<file path="src/rtl/lepton_vospi_pkg.sv">
// lepton_vospi_pkg: shared types and constants for the VoSPI receiver.
// ID word field positions and the receive FSM state type.
package lepton_vospi_pkg;

  typedef enum logic [2:0] {
    S_IDLE,
    S_RESYNC,
    S_ID,
    S_CRC,
    S_PAYLOAD
  } vospi_state_t;

  localparam logic [3:0] DISCARD_NIBBLE = 4'hF;
  localparam int SEG_ID_LINE = 20;
  localparam int HDR_WORDS = 2;

  localparam int LINE_HI = 11;
  localparam int LINE_LO = 0;
  localparam int TTT_HI = 14;
  localparam int TTT_LO = 12;
  localparam int DISC_HI = 11;
  localparam int DISC_LO = 8;

endpackage

</file>
<file path="src/rtl/lepton_vospi_rx_if.sv">
// lepton_vospi_rx_if: pixel write port and segment status strobes.
// The receiver drives master; the staging buffer listens on slave.
interface lepton_vospi_rx_if #(
  parameter int LW = 6,
  parameter int CW = 7
);
  logic          pix_we;
  logic [LW-1:0] pix_line;
  logic [CW-1:0] pix_col;
  logic [15:0]   pix_data;
  logic          seg_commit;
  logic          seg_abort;
  logic [2:0]    seg_num;
  logic          resync;

  modport master (
    output pix_we, pix_line, pix_col, pix_data,
    output seg_commit, seg_abort, seg_num, resync
  );

  modport slave (
    input pix_we, pix_line, pix_col, pix_data,
    input seg_commit, seg_abort, seg_num, resync
  );
endinterface

</file>
<file path="src/rtl/vospi_spi_shift.sv">
// vospi_spi_shift: SPI mode 3 clock/CS generator and 16-bit shifter.
// Clocks only while run is high; word_done follows the 16th rise.
module vospi_spi_shift #(
  parameter int CLK_DIV = 4
) (
  input  logic        clk,
  input  logic        rst,
  input  logic        run,
  input  logic        miso,
  output logic        sclk,
  output logic        cs,
  output logic        word_done,
  output logic [15:0] word
);
  localparam int DW = (CLK_DIV > 1) ? $clog2(CLK_DIV) : 1;

  logic [DW-1:0] div;
  logic [3:0]    bitc;

  always_ff @(posedge clk) begin
    if (!rst) begin
      cs        <= 1'b1;
      sclk      <= 1'b1;
      div       <= '0;
      bitc      <= '0;
      word      <= '0;
      word_done <= 1'b0;
    end else begin
      word_done <= 1'b0;
      if (!run) begin
        cs   <= 1'b1;
        sclk <= 1'b1;
        div  <= '0;
        bitc <= '0;
      end else if (cs) begin
        // a full half-period of CS low precedes the first fall
        cs  <= 1'b0;
        div <= '0;
      end else if (div == DW'(CLK_DIV - 1)) begin
        div  <= '0;
        sclk <= ~sclk;
        if (!sclk) begin
          word      <= {word[14:0], miso};
          bitc      <= bitc + 4'd1;
          word_done <= (bitc == 4'd15);
        end
      end else begin
        div <= div + DW'(1);
      end
    end
  end

endmodule

</file>
<file path="src/rtl/lepton_vospi_rx.sv">
// lepton_vospi_rx: VoSPI deframer for Lepton 2.x/3.x sensors.
// Tracks line/segment numbering and streams pixels to a staging buffer.
module lepton_vospi_rx
  import lepton_vospi_pkg::*;
#(
  parameter int CLK_DIV       = 4,
  parameter int PAYLOAD_WORDS = 80,
  parameter int LINES_PER_SEG = 60,
  parameter int SEGMENTS      = 4,
  parameter int RESYNC_CYCLES = 18500000
) (
  input  logic clk,
  input  logic rst,
  input  logic enable,
  input  logic spi_miso,
  output logic spi_clk,
  output logic spi_cs,
  lepton_vospi_rx_if.master px
);
  localparam int LW = (LINES_PER_SEG > 1) ? $clog2(LINES_PER_SEG) : 1;
  localparam int CW = (PAYLOAD_WORDS > 1) ? $clog2(PAYLOAD_WORDS) : 1;
  localparam int RW = $clog2(RESYNC_CYCLES + 1);

  vospi_state_t  state;
  logic [LW-1:0] exp_line;
  logic [CW-1:0] cnt;
  logic [RW-1:0] rcnt;
  logic          discard;
  logic          drop;
  logic          run;
  logic          word_done;
  logic [15:0]   word;
  logic [11:0]   w_line;
  logic [2:0]    w_ttt;
  logic [3:0]    w_disc;
  logic          is_disc;
  logic          is_seg_line;
  logic          bad_id;

  assign run = (state == S_ID) || (state == S_CRC) ||
               (state == S_PAYLOAD);

  vospi_spi_shift #(.CLK_DIV(CLK_DIV)) u_shift (
    .clk       (clk),
    .rst       (rst),
    .run       (run),
    .miso      (spi_miso),
    .sclk      (spi_clk),
    .cs        (spi_cs),
    .word_done (word_done),
    .word      (word)
  );

  assign w_line  = word[LINE_HI:LINE_LO];
  assign w_ttt   = word[TTT_HI:TTT_LO];
  assign w_disc  = word[DISC_HI:DISC_LO];
  assign is_disc = (w_disc == DISCARD_NIBBLE);
  assign is_seg_line = (SEGMENTS > 1) &&
                       (12'(exp_line) == 12'(SEG_ID_LINE));
  assign bad_id = !is_disc &&
                  ((w_line != 12'(exp_line)) ||
                   (is_seg_line && (int'(w_ttt) > SEGMENTS)));

  always_ff @(posedge clk) begin
    if (!rst) begin
      state         <= S_IDLE;
      exp_line      <= '0;
      cnt           <= '0;
      rcnt          <= '0;
      discard       <= 1'b0;
      drop          <= 1'b0;
      px.pix_we     <= 1'b0;
      px.pix_line   <= '0;
      px.pix_col    <= '0;
      px.pix_data   <= '0;
      px.seg_commit <= 1'b0;
      px.seg_abort  <= 1'b0;
      px.seg_num    <= '0;
      px.resync     <= 1'b0;
    end else begin
      px.pix_we     <= 1'b0;
      px.seg_commit <= 1'b0;
      px.seg_abort  <= 1'b0;
      px.resync     <= 1'b0;
      unique case (state)
        S_IDLE: begin
          if (enable) begin
            state <= S_RESYNC;
            rcnt  <= '0;
          end
        end
        S_RESYNC: begin
          if (rcnt == RW'(RESYNC_CYCLES - 1)) begin
            state    <= S_ID;
            rcnt     <= '0;
            exp_line <= '0;
            drop     <= 1'b0;
            discard  <= 1'b0;
            cnt      <= '0;
          end else begin
            rcnt <= rcnt + RW'(1);
          end
        end
        S_ID: begin
          if (word_done) begin
            if (bad_id) begin
              // a partly written segment must be dropped downstream
              px.resync    <= 1'b1;
              px.seg_abort <= (exp_line != '0);
              state        <= S_RESYNC;
              rcnt         <= '0;
            end else begin
              state   <= S_CRC;
              discard <= is_disc;
              if (!is_disc && is_seg_line) begin
                px.seg_num <= w_ttt;
                if (w_ttt == 3'd0) drop <= 1'b1;
              end
              if (!is_disc && SEGMENTS == 1) px.seg_num <= 3'd1;
            end
          end
        end
        S_CRC: begin
          if (word_done) state <= S_PAYLOAD;
        end
        S_PAYLOAD: begin
          if (word_done) begin
            if (!discard) begin
              px.pix_we   <= 1'b1;
              px.pix_line <= exp_line;
              px.pix_col  <= cnt;
              px.pix_data <= word;
            end
            if (cnt == CW'(PAYLOAD_WORDS - 1)) begin
              cnt   <= '0;
              state <= enable ? S_ID : S_IDLE;
              if (!discard) begin
                if (exp_line == LW'(LINES_PER_SEG - 1)) begin
                  px.seg_commit <= !drop;
                  px.seg_abort  <= drop;
                  exp_line      <= '0;
                  drop          <= 1'b0;
                end else begin
                  exp_line <= exp_line + LW'(1);
                end
              end
            end else begin
              cnt <= cnt + CW'(1);
            end
          end
        end
        default: state <= S_IDLE;
      endcase
    end
  end

endmodule
</file>
<file path="src/flat_wrapper.sv">
// flat-port wrapper written by rule: the top's interface ports become plain ports
module lepton_vospi_rx_flat import lepton_vospi_pkg::*;
#(
  parameter int CLK_DIV       = 4,
  parameter int PAYLOAD_WORDS = 80,
  parameter int LINES_PER_SEG = 60,
  parameter int SEGMENTS      = 4,
  parameter int RESYNC_CYCLES = 18500000
)
  (clk, rst, enable, spi_miso, spi_clk, spi_cs, px_pix_we, px_pix_line, px_pix_col, px_pix_data, px_seg_commit, px_seg_abort, px_seg_num, px_resync);
  lepton_vospi_rx_if px_i ();
  input  logic clk;
  input  logic rst;
  input  logic enable;
  input  logic spi_miso;
  output logic spi_clk;
  output logic spi_cs;
  output wire logic [$bits(px_i.pix_we)-1:0] px_pix_we;
  output wire logic [$bits(px_i.pix_line)-1:0] px_pix_line;
  output wire logic [$bits(px_i.pix_col)-1:0] px_pix_col;
  output wire logic [$bits(px_i.pix_data)-1:0] px_pix_data;
  output wire logic [$bits(px_i.seg_commit)-1:0] px_seg_commit;
  output wire logic [$bits(px_i.seg_abort)-1:0] px_seg_abort;
  output wire logic [$bits(px_i.seg_num)-1:0] px_seg_num;
  output wire logic [$bits(px_i.resync)-1:0] px_resync;
  assign px_pix_we = px_i.pix_we;
  assign px_pix_line = px_i.pix_line;
  assign px_pix_col = px_i.pix_col;
  assign px_pix_data = px_i.pix_data;
  assign px_seg_commit = px_i.seg_commit;
  assign px_seg_abort = px_i.seg_abort;
  assign px_seg_num = px_i.seg_num;
  assign px_resync = px_i.resync;
  lepton_vospi_rx #(.CLK_DIV(CLK_DIV), .PAYLOAD_WORDS(PAYLOAD_WORDS), .LINES_PER_SEG(LINES_PER_SEG), .SEGMENTS(SEGMENTS), .RESYNC_CYCLES(RESYNC_CYCLES)) u_core (.clk(clk), .rst(rst), .enable(enable), .spi_miso(spi_miso), .spi_clk(spi_clk), .spi_cs(spi_cs), .px(px_i));
endmodule
</file>
<file path="config.mk">
export PLATFORM = sky130hd
export DESIGN_NAME = lepton_vospi_rx_flat
export DESIGN_NICKNAME = d
export VERILOG_FILES = /design/src/rtl/lepton_vospi_pkg.sv /design/src/rtl/lepton_vospi_rx_if.sv /design/src/rtl/vospi_spi_shift.sv /design/src/rtl/lepton_vospi_rx.sv /design/src/flat_wrapper.sv
export SDC_FILE = /design/constraint.sdc
export NUM_CORES = 1
export LEC_CHECK = 0
export ABC_AREA = 1
export CORE_MARGIN = 2
export CORE_UTILIZATION = 40
export DETAILED_ROUTE_END_ITERATION = 8
export GPL_TIMING_DRIVEN = 0
export SYNTH_ARGS = -nofsm -noshare
export SYNTH_HDL_FRONTEND = slang
export SYNTH_SLANG_ARGS = --single-unit
</file>
<file path="constraint.sdc">
create_clock -name clk -period 4.7 [get_ports clk]
set_input_delay 0.94 -clock clk [delete_from_list [all_inputs] [get_ports clk]]
set_output_delay 0.94 -clock clk [all_outputs]
set_load 0.05 [all_outputs]
</file>
# Word-level counts from Yosys, hierarchy flattened
# Index checks and enable logic that the tools add are counted.
# classes
magnitude_cmp	1
n_bitwise	11
addsub	5
n_eq_ne	24
mux	47
reduce_logical	32
# ops
op	count
$mux W25	4
$pmux W25 S3	1
$mux W6	5
$add A25 B1 Y25 const B	1
$eq A25 B25 Y1 const B	1
$mux W7	3
$mux W1	20
$ne A2 B2 Y1 const B	10
$mux W3	6
$reduce_and A4 Y1	4
$pmux W3 S5	1
$reduce_and A3 Y1	5
$pmux W7 S2	1
$ne A12 B6 Y1	1
$pmux W6 S2	1
$not A1 Y1	11
$reduce_and A10 Y1	1
$eq A4 B4 Y1 const B	2
$add A7 B1 Y7 const B	1
$eq A7 B7 Y1 const B	1
$add A6 B1 Y6 const B	1
$eq A3 B2 Y1 const B	2
$eq A6 B5 Y1 const B	1
$eq A6 B6 Y1 const B	1
other kinds (23)	35
# totals
inputBits	4
out_inout_bits	38
register_bits	104
elab_cells	140

# Depth between registers and ports, before layout
# Gate-level depths: netlist of the first run.
# logic_depth
depth_word	7
depth_mapped	14
ltp_nobuf	13

# Modules after synthesis
# From an unflattened synthesis of the first run, not the netlist that was laid out.
# unflattened
cells_unflattened	806
hier_area_um2	5497.8
# modules_own_cells
mod	n_inst	cells_each	area_each_um2	seq_area_each_um2
lepton_vospi_rx	1	653	4418.0	1581.5
vospi_spi_shift	1	153	1079.8	500.5

# Least setup slack after synthesis of the first run
# Ideal clock, no wire load.
# synth_timing
kind	input -> register
start	input rst
end	register u_core.u_shift.bitc[0]
t_required_ps	4630
path_buffers	1
setup_ps	70
cell_stages	5
slack_ps	2915
t_arrival_ps	1715
cell_sequence	clkbuf_1 -> inv_1 -> nor2_1 -> inv_1 -> a21oi_1
# synth_between
elab_chain_len	1
# synth_rtl
element	line_no	rtl
start: declaration	flat_wrapper.sv:13	input logic rst;
$reduce_and A2 Y1 (no source line)	-	
end signal: assignment	vospi_spi_shift.sv:44	bitc <= bitc + 4'd1;
end: declaration	vospi_spi_shift.sv:18	logic [3:0] bitc;
# Every way passes these cells.
# A chain may end at the register's enable or synchronous reset.

# Final worst setup path of the first run
# layout_timing
start	register u_core.u_shift.cs
end	output spi_cs
# layout_rtl
element	line_no	rtl
start: declaration	vospi_spi_shift.sv:11	output logic cs,
start signal: assignment	vospi_spi_shift.sv:22	cs <= 1'b1;
start signal: assignment	vospi_spi_shift.sv:31	cs <= 1'b1;
start signal: assignment	vospi_spi_shift.sv:37	cs <= 1'b0;
end: declaration	flat_wrapper.sv:17	output logic spi_cs;
# No word-level cell between the ends.

==> results of run 1 <==
==> sequential cells by signal, indices dropped and copies added, names as in the netlist <==
signal / cells
u_core.u_shift.sclk: 1
u_core.u_shift.bitc: 4
u_core.u_shift.word_done: 1
u_core.px.seg_commit: 1
u_core.cnt: 7
u_core.px.seg_num: 3
u_core.px.resync: 1
u_core.u_shift.word: 16
u_core.px.pix_line: 6
u_core.px.pix_we: 1
u_core.px.seg_abort: 1
u_core.state: 3
u_core.rcnt: 25
u_core.u_shift.div: 2
u_core.drop: 1
u_core.exp_line: 6
u_core.discard: 1
u_core.u_shift.cs: 1
u_core.px.pix_col: 7
u_core.px.pix_data: 16
==> final timing paths <==
kind,cells past startpoint,start,to,slack [ns]
worst max-delay path,1,u_core.u_shift.cs,spi_cs,2.14
worst min-delay path,1,u_core.u_shift.div[0],u_core.u_shift.div[0],0.42
worst max register to register,10,u_core.rcnt[0],u_core.cnt[5],2.59
worst min register to register,1,u_core.u_shift.div[0],u_core.u_shift.div[0],0.42
==> metal layers <==
| metal | vias to the layer above | part of all wire, % |
|---|---|---|
| li1 | 2536 | - |
| met1 | 2338 | 44 |
| met2 | 100 | 50 |
| met3 | 23 | 3.8 |
| met4 | 0 | 2.7 |
| met5 | - | 0 |
==> cells in the final DEF (no fill, tap or decap), types with 7 or more instances in the layout <==
| cell type | Yosys | routed |
|---|---|---|
| o21ai_0 | 57 | 57 |
| dfxtp_1 | 104 | 104 |
| inv_2 | 7 | 7 |
| nand3_1 | 53 | 53 |
| clkbuf_16 | 0 | 9 |
| nand4_1 | 21 | 21 |
| clkbuf_1 | 15 | 15 |
| a21oi_1 | 83 | 83 |
| nor3_1 | 19 | 19 |
| nand2_1 | 151 | 151 |
| nor2_1 | 77 | 77 |
| inv_1 | 77 | 77 |
| clkdlybuf4s50_1 | 0 | 40 |
| nand2_2 | 8 | 8 |
| xor2_1 | 8 | 8 |
==> synth_stat cells, drive strengths merged <==
cell type,instances,share of area (%)
xor2,8,1.4
nor2,84,6.7
ha,6,1.5
o21ai,62,6.1
nor3b,4,0.58
nor3,23,2.9
nand2,163,13
nand3,55,5.6
nor4,3,0.37
o22ai,1,0.12
a21oi,83,8.1
nand4,21,2.6
o211a,1,0.19
or2,5,0.61
xnor2,2,0.34
or3,1,0.12
clkbuf,15,1.1
inv,84,6.1
nand3b,4,0.58
dfxtp,104,41
buf,12,1.7
==> power groups by stage <==
stage | sequential (mW) | clock [mW] | combinational (mW)
after detailed placement | 0.967 | 0 | 0.509
final | 0.947 | 0.749 | 0.509
after global routing | 0.953 | 0.800 | 0.565
after CTS | 0.946 | 0.772 | 0.511
after floorplan | 0.968 | 0 | 0.387
after global placement | 0.966 | 0 | 0.505
==> cell type report <==
class                   count  area [µm²]
multi-input cells         526        2590
flip-flops and latches    104        2080
plain buffers              27         143
repair buffers             40         400
inverters                  84         315
fillers                  1338        6520
well taps                 172         215
clock buffers              11         253
clock inverters             5        47.5
==> stage by stage <==
stage               setup WS (ns)  cell area, µm²  instances  hold WS [ns]  util (%)
global placement             2.38            5750        953         0.406      45.7
floorplan                    2.92            5130        741         0.397         -
global route                 2.09            6050        969         0.449      48.1
finish                       2.14            6050        969         0.423      48.1
detailed placement           2.32            5750        953         0.416      45.7
CTS                          2.10            6050        969         0.426      48.1
==> cell families after synthesis <==
kind of cell / Yosys count / share of synthesized area (%)
flops: 104 / 40.6
simple gates: 363 / 32.8
xor+xnor: 10 / 1.71
fa+ha+maj: 6 / 1.46
compound gates: 147 / 14.5
buf+inv: 111 / 8.92
==> flow_summary.json, run 1 <==
{
  "place_congestion": 0.894,
  "numCtsBuffers": 9,
  "crit_arrival_ns": 1.62,
  "port_buffers": 40,
  "p_sw_share_pct": 33.2,
  "cp_slowest_cell": "clkdlybuf4s50_1",
  "core_area_um2": 12600,
  "critPathKind": "flop to output port",
  "wl_per_cell_um": 14.2,
  "max_freq_mhz": 391,
  "cts_hold_buffers": 0,
  "synthToLayoutAreaGrowth_pct": 17.8,
  "cts_tree": "done",
  "drv_cap": 0,
  "rsz0062_at_grt": "false",
  "viasPerCell": 5.16,
  "p_seq_share_pct": 43.0,
  "p_switching_mw": 0.733,
  "crit_chain": "clkdlybuf4s50_1",
  "synthCells": 741,
  "status": "finished, final reports clean",
  "netlist_area_um2": 5130,
  "met3_usage_pct": 4.94,
  "grt_pass1_vias": 4770,
  "yosys.cell_types.count": 34,
  "initial_core_util_pct": 40.8,
  "critPathLaunchType": "flop",
  "crit_path_end_kind": "output port",
  "crit_path_max_fanout": 4,
  "synth-seq-cells": 104,
  "worst_ir_drop_vdd_v": 0.000256,
  "clockRootBuffer": "clkbuf_16",
  "num_rows": 41,
  "first_iter_violations": 324,
  "cts_sinks": 104,
  "totalPowerFinal_mw": 2.21,
  "yosysSeqAreaShare_pct": 40.6,
  "timing.final.crit_share_pct": 54.5,
  "insertion_delay_ns": 0.36,
  "p_clk_share_pct": 34.0,
  "post-dp-hpwl_mm": 10.2,
  "post_cts_buffers": 0,
  "final_nets": 802,
  "ant_nets": 0,
  "drv_slew": 0,
  "overflow": 0,
  "grt_pass1_wl_mm": 22.7,
  "cts_max_level": 3,
  "p_int_mw": 1.47,
  "grt_max_degree": 19,
  "maxSlewHeadroom_pct": 58.0,
  "clock_skew_ns": 0.00886,
  "die_w_um": 117,
  "fin_tns_setup_ns": 0,
  "drive_above_1_share_pct": 8.16,
  "grt_antenna_before_repair": 0,
  "avgSynthCellArea_um2": 6.93,
  "vias": 4997,
  "yosys_warnings": 0,
  "synth_fp_nets": 751,
  "die_h_um": 117,
  "max_stage_delay_ns": 0.84,
  "worstPathBufferInverterCount": 1,
  "p_leak_nw": 2.32,
  "die-area_um2": 13800,
  "dr.pass1.iters": 5,
  "pwr-share-comb_pct": 23.1,
  "cp.required_ns": 3.76,
  "wl_mm": 13.7,
  "drc_errors": 0,
  "p_per_area_nw_per_um2": 365,
  "cp_top_family": "buffers and inverters",
  "met2_usage_pct": 37.0,
  "io_pins": 42,
  "post-route-min-period_ns": 2.56,
  "grt_util_all_layers_pct": 21.2,
  "ctsResizeCount": 0,
  "worst_slew_pin_slew_ns": 0.629,
  "clockBufferDepth": 2,
  "cts.clk_slew.worst_paths_ns": 0.07,
  "grt.busiest_layer": "met2",
  "final_hold_viol_count": 0,
  "grtUsageMet1_pct": 25.2,
  "diodes": 0,
  "min_path_type": "flop to flop",
  "finalSetupViolCount": 0
}
Note: power is estimated with default switching activity, not from simulation.
==> inputs of run 2 (changes only) <==
==> constraint.sdc (replaced) <==
create_clock -name clk -period 2.1 [get_ports clk]
set_input_delay 0.42 -clock clk [delete_from_list [all_inputs] [get_ports clk]]
set_output_delay 0.42 -clock clk [all_outputs]
set_load 0.05 [all_outputs]
==> flow_summary.json, run 2 (same netlist as run 1, synthesis figures left out) <==
{
  "die-area_um2": 13800,
  "dr.pass1.iters": 7,
  "reg_top3": "u_core.rcnt x25, u_core.px.pix_data x16, u_core.u_shift.word x16",
  "insertion_delay_ns": 0.36,
  "cp_slowest_cell": "clkdlybuf4s50_1",
  "timing.final.crit_share_pct": 97.2,
  "die_h_um": 117,
  "clockBufferDepth": 2,
  "maxSlewHeadroom_pct": 57.7,
  "ctsResizeCount": 1,
  "crit_chain": "clkdlybuf4s50_1",
  "worst_ir_drop_vdd_v": 0.000573,
  "cp_top_family": "buffers and inverters",
  "post_cts_buffers": 0,
  "wl_per_cell_um": 14.2,
  "post-route-min-period_ns": 2.04,
  "cts_hold_buffers": 0,
  "post-dp-hpwl_mm": 10.2,
  "cp.required_ns": 1.68,
  "core_area_um2": 12600,
  "max_freq_mhz": 490,
  "overflow": 0,
  "crit_path_max_fanout": 4,
  "min_from": "u_core.u_shift.div[0]",
  "first_iter_violations": 285,
  "layout_common_cells": "151 x nand2_1, 102 x dfxtp_1, 83 x a21oi_1",
  "reg2reg_depth": 9,
  "wl_mm": 13.7,
  "critPathLaunchType": "flop",
  "holdPathStages": 1,
  "drc_errors": 0,
  "max_stage_delay_ns": 0.84,
  "clockRootBuffer": "clkbuf_16",
  "crit_arrival_ns": 1.62,
  "drv_slew": 0,
  "status": "finished, final reports clean",
  "rsz0062_at_grt": "false",
  "synthToLayoutAreaGrowth_pct": 18.1,
  "cts_max_level": 3,
  "numCtsBuffers": 9,
  "place_congestion": 0.894,
  "critPathKind": "flop to output port",
  "cts.clk_slew.worst_paths_ns": 0.07,
  "grt_antenna_before_repair": 0,
  "worst_slew_pin_slew_ns": 0.635,
  "final_nets": 802,
  "min_to": "u_core.u_shift.div[0]",
  "cts_tree": "done",
  "initial_core_util_pct": 40.8,
  "holdWs_ns": 0.423,
  "wl_met1_mm": 6.04,
  "wl_met3_um": 527,
  "port_buffers": 40,
  "num_rows": 41,
  "drv_cap": 0,
  "die_w_um": 117,
  "ant_nets": 0,
  "reg2reg_to": "u_core.exp_line[0]",
  "drive_above_1_share_pct": 8.53,
  "viasPerCell": 5.14,
  "io_pins": 42,
  "grt_util_all_layers_pct": 21.2,
  "p_per_area_nw_per_um2": 815,
  "fin_tns_setup_ns": 0,
  "worstPathBufferInverterCount": 1,
  "diodes": 0,
  "grt_max_degree": 19,
  "largest_reg_flops": 25,
  "dr_wl_met2_mm": 6.80,
  "p_leak_nw": 2.31,
  "vias": 4976,
  "clock_skew_ns": 0.00881,
  "grt_pass1_vias": 4767,
  "finalSetupViolCount": 0,
  "final_hold_viol_count": 0,
  "cts_sinks": 104,
  "grt_pass1_wl_mm": 22.7,
  "largest-register": "u_core.rcnt",
  "min_path_type": "flop to flop",
  "final_common_cell": "nand2_1",
  "totalPowerFinal_mw": 4.94,
  "r2r_setup_slack_ns": 0.15,
  "timing.rr.start": "u_core.cnt[1]",
  "top_layer": "met4",
  "crit_path_end_kind": "output port"
}
[run 2: report_power, final]
group / leakage [nW] / switching [mW] / internal [mW]
combinational: 1.33 / 0.767 / 0.373
sequential: 0.840 / 0.0900 / 2.04
clock: 0.146 / 0.788 / 0.890
[run 2: per-layer routing]
metal  track usage [%]  vias up
li1                  -     2532
met3              4.94       23
met4              8.39        0
met5                 0        -
met2              37.0       99
met1              25.2     2322
[run 2: final cells by class]
class / count / area (µm²)
Fill cell: 1334 / 6500
Multi-Input combinational cell: 526 / 2610
Sequential cell: 104 / 2080
Timing Repair Buffer: 40 / 400
Inverter: 84 / 315
Clock buffer: 11 / 253
Tap cell: 172 / 215
Buffer: 27 / 143
Clock inverter: 5 / 47.5
[run 2: worst max path at each step]
stage / cells after the start / to / slack (ns) / start
finish: 1 / spi_cs / 0.06 / u_core.u_shift.cs
global route: 9 / u_core.exp_line[0] / 0.01 / u_core.cnt[1]
CTS: 1 / spi_cs / 0.02 / u_core.u_shift.cs
detailed placement: 10 / u_core.cnt[5] / 0.009 / u_core.rcnt[0]
global placement: 13 / u_core.exp_line[0] / 0.03 / u_core.rcnt[0]
floorplan: 13 / u_core.drop / 0.39 / u_core.rcnt[0]
[run 2: metrics by stage]
step	utilization [%]	cells	setup WS, ns	area, µm²
2_1_floorplan	-	741	0.390	5130
3_3_place_gp	45.7	953	0.0305	5750
3_5_place_dp	45.7	953	0.00927	5750
4_1_cts	48.2	969	0.0227	6050
5_1_grt	48.3	969	0.0107	6060
6_report	48.3	969	0.0586	6060
